File: src/rtl/rv32_decode_pkg.sv
// Shared RV32I core definitions: ALU codes, opcodes, funct fields.
// Also holds the decoded bundle type passed from decode to execute.
package rv32_decode_pkg;

    typedef enum logic [3:0] {
        ALU_EQ  = 4'd0,
        ALU_NE  = 4'd1,
        ALU_LT  = 4'd2,
        ALU_GE  = 4'd3,
        ALU_LTU = 4'd4,
        ALU_GEU = 4'd5,
        ALU_ADD = 4'd6,
        ALU_XOR = 4'd7,
        ALU_OR  = 4'd8,
        ALU_AND = 4'd9,
        ALU_SUB = 4'd10,
        ALU_SLL = 4'd11,
        ALU_SRL = 4'd12,
        ALU_SRA = 4'd13
    } alu_op_t;

    localparam logic [6:0] OPC_OP     = 7'b0110011;
    localparam logic [6:0] OPC_OPIMM  = 7'b0010011;
    localparam logic [6:0] OPC_BRANCH = 7'b1100011;
    localparam logic [6:0] OPC_LOAD   = 7'b0000011;
    localparam logic [6:0] OPC_STORE  = 7'b0100011;
    localparam logic [6:0] OPC_LUI    = 7'b0110111;
    localparam logic [6:0] OPC_AUIPC  = 7'b0010111;
    localparam logic [6:0] OPC_JAL    = 7'b1101111;
    localparam logic [6:0] OPC_JALR   = 7'b1100111;

    localparam logic [2:0] F3_ADD  = 3'b000;
    localparam logic [2:0] F3_SLL  = 3'b001;
    localparam logic [2:0] F3_SLT  = 3'b010;
    localparam logic [2:0] F3_SLTU = 3'b011;
    localparam logic [2:0] F3_XOR  = 3'b100;
    localparam logic [2:0] F3_SR   = 3'b101;
    localparam logic [2:0] F3_OR   = 3'b110;
    localparam logic [2:0] F3_AND  = 3'b111;

    localparam logic [6:0] F7_BASE = 7'b0000000;
    localparam logic [6:0] F7_ALT  = 7'b0100000;

    typedef struct packed {
        alu_op_t     aluOp;
        logic [4:0]  rs1Addr;
        logic [4:0]  rs2Addr;
        logic [4:0]  rdAddr;
        logic [31:0] imm;
        logic        useImm;
        logic        usePc;
        logic        regWrite;
        logic        isBranch;
        logic        isJump;
        logic        isLoad;
        logic        isStore;
        logic        isSetLess;
        logic        illegal;
        logic [2:0]  memSize;
    } dec_t;

    function automatic alu_op_t arith_op(input logic [2:0] f3);
        arith_op = ALU_ADD;
        unique case (f3)
            F3_ADD:  arith_op = ALU_ADD;
            F3_SLL:  arith_op = ALU_SLL;
            F3_SLT:  arith_op = ALU_LT;
            F3_SLTU: arith_op = ALU_LTU;
            F3_XOR:  arith_op = ALU_XOR;
            F3_SR:   arith_op = ALU_SRL;
            F3_OR:   arith_op = ALU_OR;
            F3_AND:  arith_op = ALU_AND;
        endcase
    endfunction

    function automatic alu_op_t branch_op(input logic [2:0] f3);
        branch_op = ALU_EQ;
        unique case (f3)
            3'b000:  branch_op = ALU_EQ;
            3'b001:  branch_op = ALU_NE;
            3'b100:  branch_op = ALU_LT;
            3'b101:  branch_op = ALU_GE;
            3'b110:  branch_op = ALU_LTU;
            3'b111:  branch_op = ALU_GEU;
            default: branch_op = ALU_EQ;
        endcase
    endfunction

endpackage

File: src/rtl/rv32_imm_gen.sv
// Combinational RV32I decode: control fields plus per-format immediate.
// Illegal encodings collapse to a flag-free ADD bundle.
module rv32_imm_gen
    import rv32_decode_pkg::*;
(
    input  logic [31:0] instr,
    output dec_t        dec
);

    logic [6:0]  op;
    logic [6:0]  f7;
    logic [2:0]  f3;
    logic [31:0] immI, immS, immB, immU, immJ;
    logic        ill;
    logic        wr;

    assign op = instr[6:0];
    assign f3 = instr[14:12];
    assign f7 = instr[31:25];

    assign immI = {{20{instr[31]}}, instr[31:20]};
    assign immS = {{20{instr[31]}}, instr[31:25], instr[11:7]};
    assign immB = {{19{instr[31]}}, instr[31], instr[7],
                   instr[30:25], instr[11:8], 1'b0};
    assign immU = {instr[31:12], 12'b0};
    assign immJ = {{11{instr[31]}}, instr[31], instr[19:12],
                   instr[20], instr[30:21], 1'b0};

    always_comb begin
        dec         = '0;
        dec.aluOp   = ALU_ADD;
        dec.rs1Addr = instr[19:15];
        dec.rs2Addr = instr[24:20];
        dec.rdAddr  = instr[11:7];
        ill         = 1'b0;
        wr          = 1'b0;
        unique case (1'b1)
            (op == OPC_OP): begin
                wr = 1'b1;
                dec.isSetLess = (f3 == F3_SLT) || (f3 == F3_SLTU);
                if (f7 == F7_BASE) dec.aluOp = arith_op(f3);
                else if (f7 == F7_ALT && f3 == F3_ADD) dec.aluOp = ALU_SUB;
                else if (f7 == F7_ALT && f3 == F3_SR) dec.aluOp = ALU_SRA;
                else ill = 1'b1;
            end
            (op == OPC_OPIMM): begin
                wr = 1'b1;
                dec.useImm = 1'b1;
                dec.imm = immI;
                dec.aluOp = arith_op(f3);
                dec.isSetLess = (f3 == F3_SLT) || (f3 == F3_SLTU);
                // Only shifts reuse funct7; other funct3 carry imm bits there
                if (f3 == F3_SLL && f7 != F7_BASE) ill = 1'b1;
                if (f3 == F3_SR) begin
                    if (f7 == F7_ALT) dec.aluOp = ALU_SRA;
                    else if (f7 != F7_BASE) ill = 1'b1;
                end
            end
            (op == OPC_BRANCH): begin
                dec.isBranch = 1'b1;
                dec.imm = immB;
                dec.aluOp = branch_op(f3);
                ill = (f3 == 3'b010) || (f3 == 3'b011);
            end
            (op == OPC_LOAD): begin
                wr = 1'b1;
                dec.useImm = 1'b1;
                dec.isLoad = 1'b1;
                dec.imm = immI;
                dec.memSize = f3;
                ill = (f3 == 3'b011) || (f3 == 3'b110) || (f3 == 3'b111);
            end
            (op == OPC_STORE): begin
                dec.useImm = 1'b1;
                dec.isStore = 1'b1;
                dec.imm = immS;
                dec.memSize = f3;
                ill = f3[2] || (f3 == 3'b011);
            end
            (op == OPC_LUI): begin
                wr = 1'b1;
                dec.rs1Addr = 5'd0;
                dec.useImm = 1'b1;
                dec.imm = immU;
            end
            (op == OPC_AUIPC): begin
                wr = 1'b1;
                dec.usePc = 1'b1;
                dec.useImm = 1'b1;
                dec.imm = immU;
            end
            (op == OPC_JAL): begin
                wr = 1'b1;
                dec.isJump = 1'b1;
                dec.usePc = 1'b1;
                dec.imm = immJ;
            end
            (op == OPC_JALR): begin
                wr = 1'b1;
                dec.isJump = 1'b1;
                dec.imm = immI;
                ill = (f3 != 3'b000);
            end
            default: ill = 1'b1;
        endcase
        if (ill) begin
            dec.aluOp     = ALU_ADD;
            dec.imm       = '0;
            dec.useImm    = 1'b0;
            dec.usePc     = 1'b0;
            dec.isBranch  = 1'b0;
            dec.isJump    = 1'b0;
            dec.isLoad    = 1'b0;
            dec.isStore   = 1'b0;
            dec.isSetLess = 1'b0;
            dec.memSize   = 3'd0;
            dec.illegal   = 1'b1;
        end
        dec.regWrite = wr && !ill && (dec.rdAddr != 5'd0);
    end

endmodule

File: src/rtl/rv32_decode.sv
// RV32I decode stage: valid/ready skid-free register around rv32_imm_gen.
// Flush beats input transfer; async reset empties the stage.
module rv32_decode
    import rv32_decode_pkg::*;
#(
    parameter int DATA_WIDTH = 32
) (
    input  logic                  clk,
    input  logic                  rstN,
    input  logic                  instrValid,
    output logic                  instrReady,
    input  logic [31:0]           instr,
    input  logic [DATA_WIDTH-1:0] pc,
    input  logic                  flush,
    output logic                  decValid,
    input  logic                  decReady,
    output logic [3:0]            aluOp,
    output logic [4:0]            rs1Addr,
    output logic [4:0]            rs2Addr,
    output logic [4:0]            rdAddr,
    output logic [DATA_WIDTH-1:0] imm,
    output logic                  useImm,
    output logic                  usePc,
    output logic                  regWrite,
    output logic                  isBranch,
    output logic                  isJump,
    output logic                  isLoad,
    output logic                  isStore,
    output logic                  isSetLess,
    output logic                  illegal,
    output logic [2:0]            memSize,
    output logic [DATA_WIDTH-1:0] pcOut
);

    dec_t                  dec;
    dec_t                  held;
    logic [DATA_WIDTH-1:0] pcHeld;
    logic                  take;

    rv32_imm_gen u_imm_gen (
        .instr (instr),
        .dec   (dec)
    );

    assign instrReady = !decValid || decReady;
    assign take       = instrValid && instrReady && !flush;

    always_ff @(posedge clk or negedge rstN) begin
        if (!rstN) begin
            decValid <= 1'b0;
            held     <= '0;
            pcHeld   <= '0;
        end else if (flush) begin
            decValid <= 1'b0;
        end else if (take) begin
            decValid <= 1'b1;
            held     <= dec;
            pcHeld   <= pc;
        end else if (decReady) begin
            decValid <= 1'b0;
        end
    end

    assign aluOp     = held.aluOp;
    assign rs1Addr   = held.rs1Addr;
    assign rs2Addr   = held.rs2Addr;
    assign rdAddr    = held.rdAddr;
    assign imm       = DATA_WIDTH'($signed(held.imm));
    assign useImm    = held.useImm;
    assign usePc     = held.usePc;
    assign regWrite  = held.regWrite;
    assign isBranch  = held.isBranch;
    assign isJump    = held.isJump;
    assign isLoad    = held.isLoad;
    assign isStore   = held.isStore;
    assign isSetLess = held.isSetLess;
    assign illegal   = held.illegal;
    assign memSize   = held.memSize;
    assign pcOut     = pcHeld;

endmodule

File: config.mk
export PLATFORM = sky130hd
export DESIGN_NAME = rv32_decode
export DESIGN_NICKNAME = d
export VERILOG_FILES = /design/src/rtl/rv32_decode_pkg.sv /design/src/rtl/rv32_imm_gen.sv /design/src/rtl/rv32_decode.sv
export SDC_FILE = /design/constraint.sdc
export NUM_CORES = 1
export LEC_CHECK = 0
export CELL_PAD_IN_SITES_DETAIL_PLACEMENT = 1
export CELL_PAD_IN_SITES_GLOBAL_PLACEMENT = 1
export CORE_UTILIZATION = 33
export CTS_CLUSTER_DIAMETER = 150
export DETAILED_ROUTE_END_ITERATION = 16
export GPL_ROUTABILITY_DRIVEN = 0
export GPL_TIMING_DRIVEN = 0
export HOLD_SLACK_MARGIN = 0.08
export PLACE_DENSITY = 0.87
export SLEW_MARGIN = 10
export SYNTH_ARGS = -nofsm -noshare
export SYNTH_HDL_FRONTEND = slang
export SYNTH_HIERARCHICAL = 1
export SYNTH_SLANG_ARGS = --single-unit
File: constraint.sdc
create_clock -name clk -period 1.9 [get_ports clk]
set_clock_uncertainty 0.1 [all_clocks]
set_input_delay 0.38 -clock clk [delete_from_list [all_inputs] [get_ports clk]]
set_output_delay 0.38 -clock clk [all_outputs]
set_load 0.02 [all_outputs]
* Yosys cells after proc, flatten, opt, wreduce, memory -nomap -nowiden
Memories as Yosys holds them, arrays and structs flattened.
Cells that the tools add are included.
** Word-level totals
- ROM bits :: 64
- Bits of input ports :: 69
- Register bits :: 96
- Memories kept :: 2
- Output and inout bits :: 97
** Memories
- (no name shown) :: depth 8, bits a word 4, rd ports 1, clocked after Yosys merged registers in 0, wr ports 0, line rv32_decode_pkg.sv:64 : unique case (f3)
- (no name shown) :: depth 8, bits a word 4, rd ports 1, clocked after Yosys merged registers in 0, wr ports 0, line rv32_decode_pkg.sv:64
** Operators by class
- Bitwise gates (word level) :: 1
- Equality and inequality tests :: 17
- Reduce and logical (&&, ||, !) cells :: 31
- Muxes and demuxes :: 32
** Operators by type and width (count)
- 32-bit one-hot mux with 5 select lines :: 1
- 34-bit 2-to-1 mux :: 1
- 7-bit by 6-bit equality test with 1-bit output, second input constant :: 4
- 4-bit 2-to-1 mux :: 6
- 7-bit equality test, second input constant :: 3
- 1-bit 2-to-1 mux :: 18
- 3-bit one-hot mux with 5 select lines :: 1
- 7-bit by 5-bit equality test with 1-bit output, second input constant :: 2
- 3-bit equality test, second input constant :: 4
- 4-bit one-hot mux with 3 select lines :: 1
- 2-bit OR reduction :: 5
- 9-bit 2-to-1 mux :: 1
- 7-bit by 2-bit equality test with 1-bit output, second input constant :: 1
- 1-bit logical AND :: 7
- 7-bit zero test :: 1
- 1-bit one-hot mux with 7 select lines :: 1
- 7-bit nonzero test :: 1
- 7-bit OR reduction :: 1
- 3-bit by 2-bit equality test with 1-bit output, second input constant :: 2
- 3-bit nonzero test :: 2
- 3-bit OR reduction :: 2
- 1-bit logical OR :: 5
- 5-bit 2-to-1 mux :: 1
- 5-bit nonzero test :: 1
- other kinds (7) :: 9

* Depth between registers and ports, before layout
Gate-level depths: netlist (run 1).
- Depth in word-level cells :: 10
- Gate-level depth with buffers :: 9

* By module
Netlist (run 1), hierarchy kept.
** By module, submodules not included
- rv32_decode :: area an instance 3594.7 sq um, sequential area each 2402.3 sq um, instances 1, cells an instance 206
- rv32_imm_gen :: area an instance 1271.2 sq um, sequential area each 0.0 sq um, instances 1, cells an instance 218

* Worst setup path before layout (run 1)
OpenSTA, ideal clock, no wires.
- Kind :: input-to-reg
- Start point :: in instr[12]
- End point :: reg held, in the netlist memSize[0]
- Setup slack :: -0.535 ns
- Cell stages on the path :: 9
- Arrival time :: 2.207 ns
- Required time :: 1.673 ns
- Setup time :: 0.127 ns
- Cell sequence :: inv_1 -> ha_1 -> mux2_2 -> o211a_1 -> or3_1 -> o2111ai_2 -> buf_4 -> nor3_2 -> mux2_1
** RTL lines
- start: declaration :: line rv32_decode.sv:12 : input logic [31:0] instr,
- end signal: assignment :: line rv32_decode.sv:51 : held <= '0;
- end signal: assignment :: line rv32_decode.sv:57 : held <= dec;
- end: declaration :: line rv32_decode.sv:36 : dec_t held;

==> results of run 1 <==
==> cells in the mapped netlist (all sizes together), types with 5 or more instances <==
| cell | count |
|---|---|
| dfrtp | 96 |
| mux2 | 96 |
| nand2 | 38 |
| buf | 30 |
| nor2 | 30 |
| a21oi | 26 |
| o21ai | 12 |
| nor3 | 11 |
| clkbuf | 7 |
| inv | 7 |
| a22oi | 6 |
| nand3 | 6 |
| and2 | 5 |
| ha | 5 |
==> cells by family after synthesis <==
kind of cell	synth area share [%]
compound gates	9.26
fa+ha+maj	1.29
buf+inv	5.53
flops	49.4
mux	22.4
simple gates	12.1
==> path summary, 6_finish.rpt <==
path,startpoint,to,slack [ps]
setup / recovery,instr[25],isLoad$_DFFE_PN0P_,-260
hold / removal,instr[28],imm[8]$_DFFE_PN0P_,380
setup reg to reg,decValid$_DFFE_PN0P_,aluOp[2]$_DFFE_PN0P_,120
hold reg to reg,rdAddr[1]$_DFFE_PN0P_,rdAddr[1]$_DFFE_PN0P_,390
max in group asynchronous,rstN,pcOut[26]$_DFFE_PN0P_,590
min in group asynchronous,rstN,pcOut[30]$_DFFE_PN0P_,420
==> stage by stage <==
stage,setup WS (ps),cells,hold WS [ps],utilization (%)
floorplan,-366,424,-15.6,-
global placement,-3200,772,367,48.2
detailed placement,-1500,773,275,48.3
CTS,-182,818,333,54.6
global route,-311,831,408,56.3
finish,-265,831,381,56.3
==> area by class of cell <==
type	instances	area, um^2
Timing Repair Buffer	210	2040
Inverter	7	46.3
Multi-Input combinational cell	284	2780
Clock inverter	4	76.3
Sequential cell	96	2400
Buffer	35	318
Fill cell	1466	6330
Clock buffer	11	253
Tap cell	184	230
==> layer usage <==
layer	share of wire (%)	vias to the layer above
met5	0	-
met4	3.6	0
met3	7.3	54
met2	52	197
met1	37	2207
li1	-	1927
==> state kept, by name, summed over array words and instances, names as in the netlist <==
signal / cells
isBranch: 1
usePc: 1
illegal: 1
regWrite: 1
isStore: 1
rs2Addr: 5
pcOut: 32
decValid: 1
rdAddr: 5
isSetLess: 1
isJump: 1
aluOp: 4
imm: 32
rs1Addr: 5
isLoad: 1
useImm: 1
memSize: 3
==> placed cells by master (no fill, tap or decap), types with 5 or more instances in the layout <==
cell	n
mux2_2	36
a21oi_1	8
buf_4	49
inv_1	5
nand2_1	38
clkdlybuf4s50_1	144
and2_1	5
nand3_1	6
dfrtp_1	96
a21oi_2	16
o21ai_0	10
mux2_4	43
mux2_1	17
buf_8	5
nor2_4	6
clkbuf_16	10
nor2_1	14
a22oi_1	6
nor2_2	10
buf_6	19
buf_2	10
nor3_4	5
==> worst reg2reg max path, delay by kind of cell, from the launching register on <==
kind	cells	cell delay (ps)
AND/OR/NAND/NOR	2	420
flip-flops	1	390
multiplexers	1	380
buffers and inverters	1	370
==> power breakdown <==
part | internal, uW | switching [uW] | total (uW)
Sequential | 2220 | 96.6 | 2320
Clock | 1220 | 836 | 2060
Combinational | 744 | 724 | 1470
==> what timing repair did <==
action,in CTS,in global routing
endpoints found under the setup margin,58,60
pin swaps,17,12
hold buffers,1,0
buffers inserted,27,14
endpoints found under the hold margin,34,0
cloned,3,1
resized for setup,152,45
==> results.sh, run 1 <==
export IMPL_status="finished, violations left"
export IMPL_violations="negative setup slack"
export IMPL_dp_hpwl_um=12100
export IMPL_relSlewSlack_pct=63.1
export IMPL_synthArstFlopShare_pct=100
export IMPL_drt_initial_drc_count=202
export IMPL_crit_chain="clkdlybuf4s15_2 -> nor4_4 -> o211ai_1 -> a41oi_2 -> o2111ai_4 -> buf_8 -> nor4_4 -> mux2_4"
export IMPL_htree_levels=3
export IMPL_ys_types=54
export IMPL_synth_nets=498
export IMPL_avgViaCountPerCell=5.28
export IMPL_worstPathArrival_ps=2360
export IMPL_routedWlPerCell_um=22.7
export IMPL_ys_seq_area_share_pct=49.4
export IMPL_slew_violations=0
export IMPL_finalSetupTns_ps=-8480
export IMPL_setup_viol=45
export IMPL_area_growth_pct=67.5
export IMPL_irDropWorstVdd_mv=0.744
export IMPL_synth_edf_count=0
export IMPL_drcViolationCount=0
export IMPL_max_stage_delay_ps=330
export IMPL_fmax_mhz=462
export IMPL_boundaryPins=166
export IMPL_grtUsageTotal_pct=24.8
export IMPL_power_density_nw_per_um2=717
export IMPL_period_share_pct=114
export IMPL_ys_ff_latch=96
export IMPL_p_leak_uw=0.00338
export IMPL_synth_avg_cell_area_um2=11.5
export IMPL_via_count=4385
export IMPL_detail_route_first_pass_iterations=4
export IMPL_cp_top_family="compound AO/OA/AOI/OAI gates"
export IMPL_synth_top_cells_by_area="dfrtp_1, mux2_1, mux2_2, nand2_1, a21oi_1"
export IMPL_clk_path_buf_depth=2
export IMPL_first_global_vias=4974
export IMPL_finalPower_uw=5840
export IMPL_dieArea_um2=15200
export IMPL_fin_crit_ps=2160
export IMPL_die_w_um=123
export IMPL_start_util_pct=33.6
export IMPL_grt_most_used_layer="met2"
export IMPL_hold_path_class="input pin to flip-flop"
export IMPL_yosysTopAreaCellShare_pct=49.4
export IMPL_layout_setup_ws_ps=-265
export IMPL_use_met1_pct=27.1
export IMPL_cp_end_kind="flip-flop"
export IMPL_cts_buffers=9
export IMPL_grt_first_pass_wirelength_um=27900
export IMPL_ant_nets=0
export IMPL_synth_flop_cell="dfrtp_1"
export IMPL_cts_tree="done"
export IMPL_numClockSinks=96
export IMPL_worst_path_stages=8
export IMPL_mappedNetlistArea_um2=4870
export IMPL_grt_setup_unrepaired="yes"
export IMPL_root_buffer="clkbuf_16"
export IMPL_clk_pin_slew_ps=70
export IMPL_tightest_slew_ps=551
export IMPL_worst_path_max_fanout=5
export IMPL_grt_antenna_before_repair=0
export IMPL_grt_max_degree=63
export IMPL_crit_slowest_cell="a41oi_2"
export IMPL_die_y_um=123
export IMPL_worstPathBufferInverterCount=2
export IMPL_port_buffers=164
export IMPL_finish_instance_area_um2=8150
export IMPL_placedInstanceArea_um2=7000
export IMPL_ff2ff_path_depth=4
export IMPL_cp_start_kind="input pin"
export IMPL_global_route_usage_met3_pct=8.07
export IMPL_cp_required_ps=2100
export IMPL_worstSetupPathType="input pin to flip-flop"
export IMPL_fin_nets=717
export IMPL_hold_path_depth=4
export IMPL_crit_top_cell="nor4_4"
export IMPL_synthCells=424
export IMPL_use_met2_pct=44.6
export IMPL_core_area_um2=14500
export IMPL_drt_total_wl_um=18900
export IMPL_hold_viol=0
export IMPL_cap_violations=0
export IMPL_clkLatencyLatePin_ps=360
export IMPL_yosys_warnings=6
export IMPL_rows=44
export IMPL_grt_overflow=0
export IMPL_synth_largest_area_cell="dfrtp_1"
export IMPL_layout_drive_gt1_share_pct=40.3
export IMPL_diodes=0
(Power assumes the default switching activity.)
==> run 2: changes to the inputs <==
--- a/config.mk
+++ b/config.mk
@@ -11,7 +11,6 @@
 export CTS_CLUSTER_DIAMETER = 150
 export DETAILED_ROUTE_END_ITERATION = 16
 export GPL_ROUTABILITY_DRIVEN = 0
-export GPL_TIMING_DRIVEN = 0
 export HOLD_SLACK_MARGIN = 0.08
 export PLACE_DENSITY = 0.87
 export SLEW_MARGIN = 10
@@ -19,3 +18,4 @@
 export SYNTH_HDL_FRONTEND = slang
 export SYNTH_HIERARCHICAL = 1
 export SYNTH_SLANG_ARGS = --single-unit
+export TNS_END_PERCENT = 5
==> results.sh, run 2 (synthesis results as in run 1) <==
export IMPL_status="finished, violations left"
export IMPL_violations="negative setup slack"
export IMPL_crit_top_cell="buf_12"
export IMPL_cp_required_ps=2030
export IMPL_worst_path_max_fanout=5
export IMPL_reg2reg_to="rs2Addr[3]$_DFFE_PN0P_"
export IMPL_max_stage_delay_ps=420
export IMPL_drcViolationCount=0
export IMPL_r2r_slack_ps=210
export IMPL_clk_pin_slew_ps=80
export IMPL_power_density_nw_per_um2=710
export IMPL_crit_slowest_cell="or3_4"
export IMPL_crit_chain="buf_12 -> inv_8 -> ha_4 -> mux2_4 -> o211a_1 -> or3_4 -> o2111ai_4 -> buf_12 -> buf_12 -> nor3_2 -> mux2_4"
export IMPL_grt_first_pass_wirelength_um=27200
export IMPL_layout_setup_ws_ps=-330
export IMPL_diodes=0
export IMPL_grtUsageTotal_pct=23.9
export IMPL_die_w_um=123
export IMPL_finalSetupTns_ps=-12550
export IMPL_drt_initial_drc_count=213
export IMPL_final_common_cell="clkdlybuf4s50_1"
export IMPL_ant_nets=0
export IMPL_placedInstanceArea_um2=7420
export IMPL_first_global_vias=4920
export IMPL_port_buffers=165
export IMPL_avgViaCountPerCell=5.20
export IMPL_grt_antenna_before_repair=0
export IMPL_area_growth_pct=66.5
export IMPL_fin_crit_ps=2230
export IMPL_dp_hpwl_um=12300
export IMPL_detail_route_first_pass_iterations=6
export IMPL_period_share_pct=117
export IMPL_die_y_um=123
export IMPL_worstPathArrival_ps=2360
export IMPL_hold_path_class="input pin to async pin"
export IMPL_grt_max_degree=42
export IMPL_grt_setup_unrepaired="yes"
export IMPL_fmax_mhz=448
export IMPL_ff2ff_path_depth=5
export IMPL_boundaryPins=166
export IMPL_fill_cells=1519
export IMPL_layout_drive_gt1_share_pct=37.1
export IMPL_dp_slack_ps=-1170
export IMPL_cp_end_kind="flip-flop"
export IMPL_relSlewSlack_pct=68.4
export IMPL_core_area_um2=14500
export IMPL_cp_start_kind="input pin"
export IMPL_grt_overflow=0
export IMPL_rows=44
export IMPL_start_util_pct=33.6
export IMPL_tightest_slew_ps=470
export IMPL_final_cell_mix="clkdlybuf4s50_1, dfrtp_1, buf_4"
export IMPL_cts_tree="done"
export IMPL_clkLatencyLatePin_ps=340
export IMPL_p_leak_uw=0.00341
export IMPL_numClockSinks=96
export IMPL_dieArea_um2=15200
export IMPL_drt_total_wl_um=17600
export IMPL_routedWlPerCell_um=20.8
export IMPL_finish_instance_area_um2=8100
export IMPL_cts_buffers=9
export IMPL_irDropWorstVdd_mv=0.395
export IMPL_setup_viol=47
export IMPL_clk_path_buf_depth=2
export IMPL_fin_nets=735
export IMPL_hold_ws_ps=389
export IMPL_cap_violations=0
export IMPL_hold_viol=0
export IMPL_reg2reg_from="decValid$_DFFE_PN0P_"
export IMPL_htree_levels=3
export IMPL_root_buffer="clkbuf_16"
export IMPL_worstSetupPathType="input pin to flip-flop"
export IMPL_slew_violations=0
export IMPL_via_count=4419
## run 2: changes by cell type in the layout (fill, tap and decap cells not counted), moves of 10 or more
cell	delta
buf_4	+36
buf_6	-15
nor2_1	+11
a21oi_1	+10
## run 2: repair_timing
action                                  in CTS  in global routing
resized for setup                           85                 21
hold buffers                                 1                  0
endpoints found under the hold margin       23                  0
gates cloned                                 2                  0
endpoints found under the setup margin      54                 49
pin swaps                                   14                  8
buffers inserted                             8                  1
## run 2: worst max-delay path by stage
stage | from | to | slack, ps | cells after the start
global placement | instr[12] | imm[11]$_DFFE_PN0P_ | -1090 | 11
floorplan | instr[13] | memSize[0]$_DFFE_PN0P_ | -370 | 9
finish | instr[12] | isBranch$_DFFE_PN0P_ | -330 | 11
CTS | instr[13] | imm[27]$_DFFE_PN0P_ | -280 | 11
global route | instr[12] | isBranch$_DFFE_PN0P_ | -350 | 11
detailed placement | instr[12] | imm[11]$_DFFE_PN0P_ | -1170 | 11
## run 2: worst max-delay path, delay by kind of cell
kind / cells / cell delay (ps)
buffers and inverters: 4 / 410
adder cells (fa/ha/maj): 1 / 140
AND/OR/NAND/NOR: 2 / 460
AO/OA/AOI/OAI: 2 / 430
multiplexers: 2 / 520
## run 2: area by class of cell
class                           count  area, um^2  share of cell area [%]
Clock inverter                      6        90.1                    1.11
Multi-Input combinational cell    284        2580                    31.8
Clock buffer                        9         225                    2.78
Tap cell                          184         230                    2.84
Inverter                            7        46.3                   0.571
Timing Repair Buffer              263        2530                    31.2
Sequential cell                    96        2400                    29.7
## run 2: layer usage
metal,track usage (%),vias to the layer above,part of all wire (%)
li1,-,1956,-
met1,27.6,2251,39
met2,41.4,175,51
met3,6.13,37,6.7
met4,10.4,0,3.1
met5,0,-,0
## run 2: report_power, final
part           total (uW)  internal, uW  leakage (uW)  switching, uW
Combinational        1440           754       0.00204            683
Clock                2000          1160      0.000152            849
Sequential           2310          2220       0.00122           94.8
Total                5760          4130       0.00341           1630
## run 2: through the flow
stage	instances	utilization (%)	power (uW)
2_1_floorplan	424	-	2940
3_3_place_gp	824	51.3	3670
3_5_place_dp	824	51.3	3730
4_1_cts	850	55.8	5780
5_1_grt	849	56.0	5980
6_report	849	56.0	5760
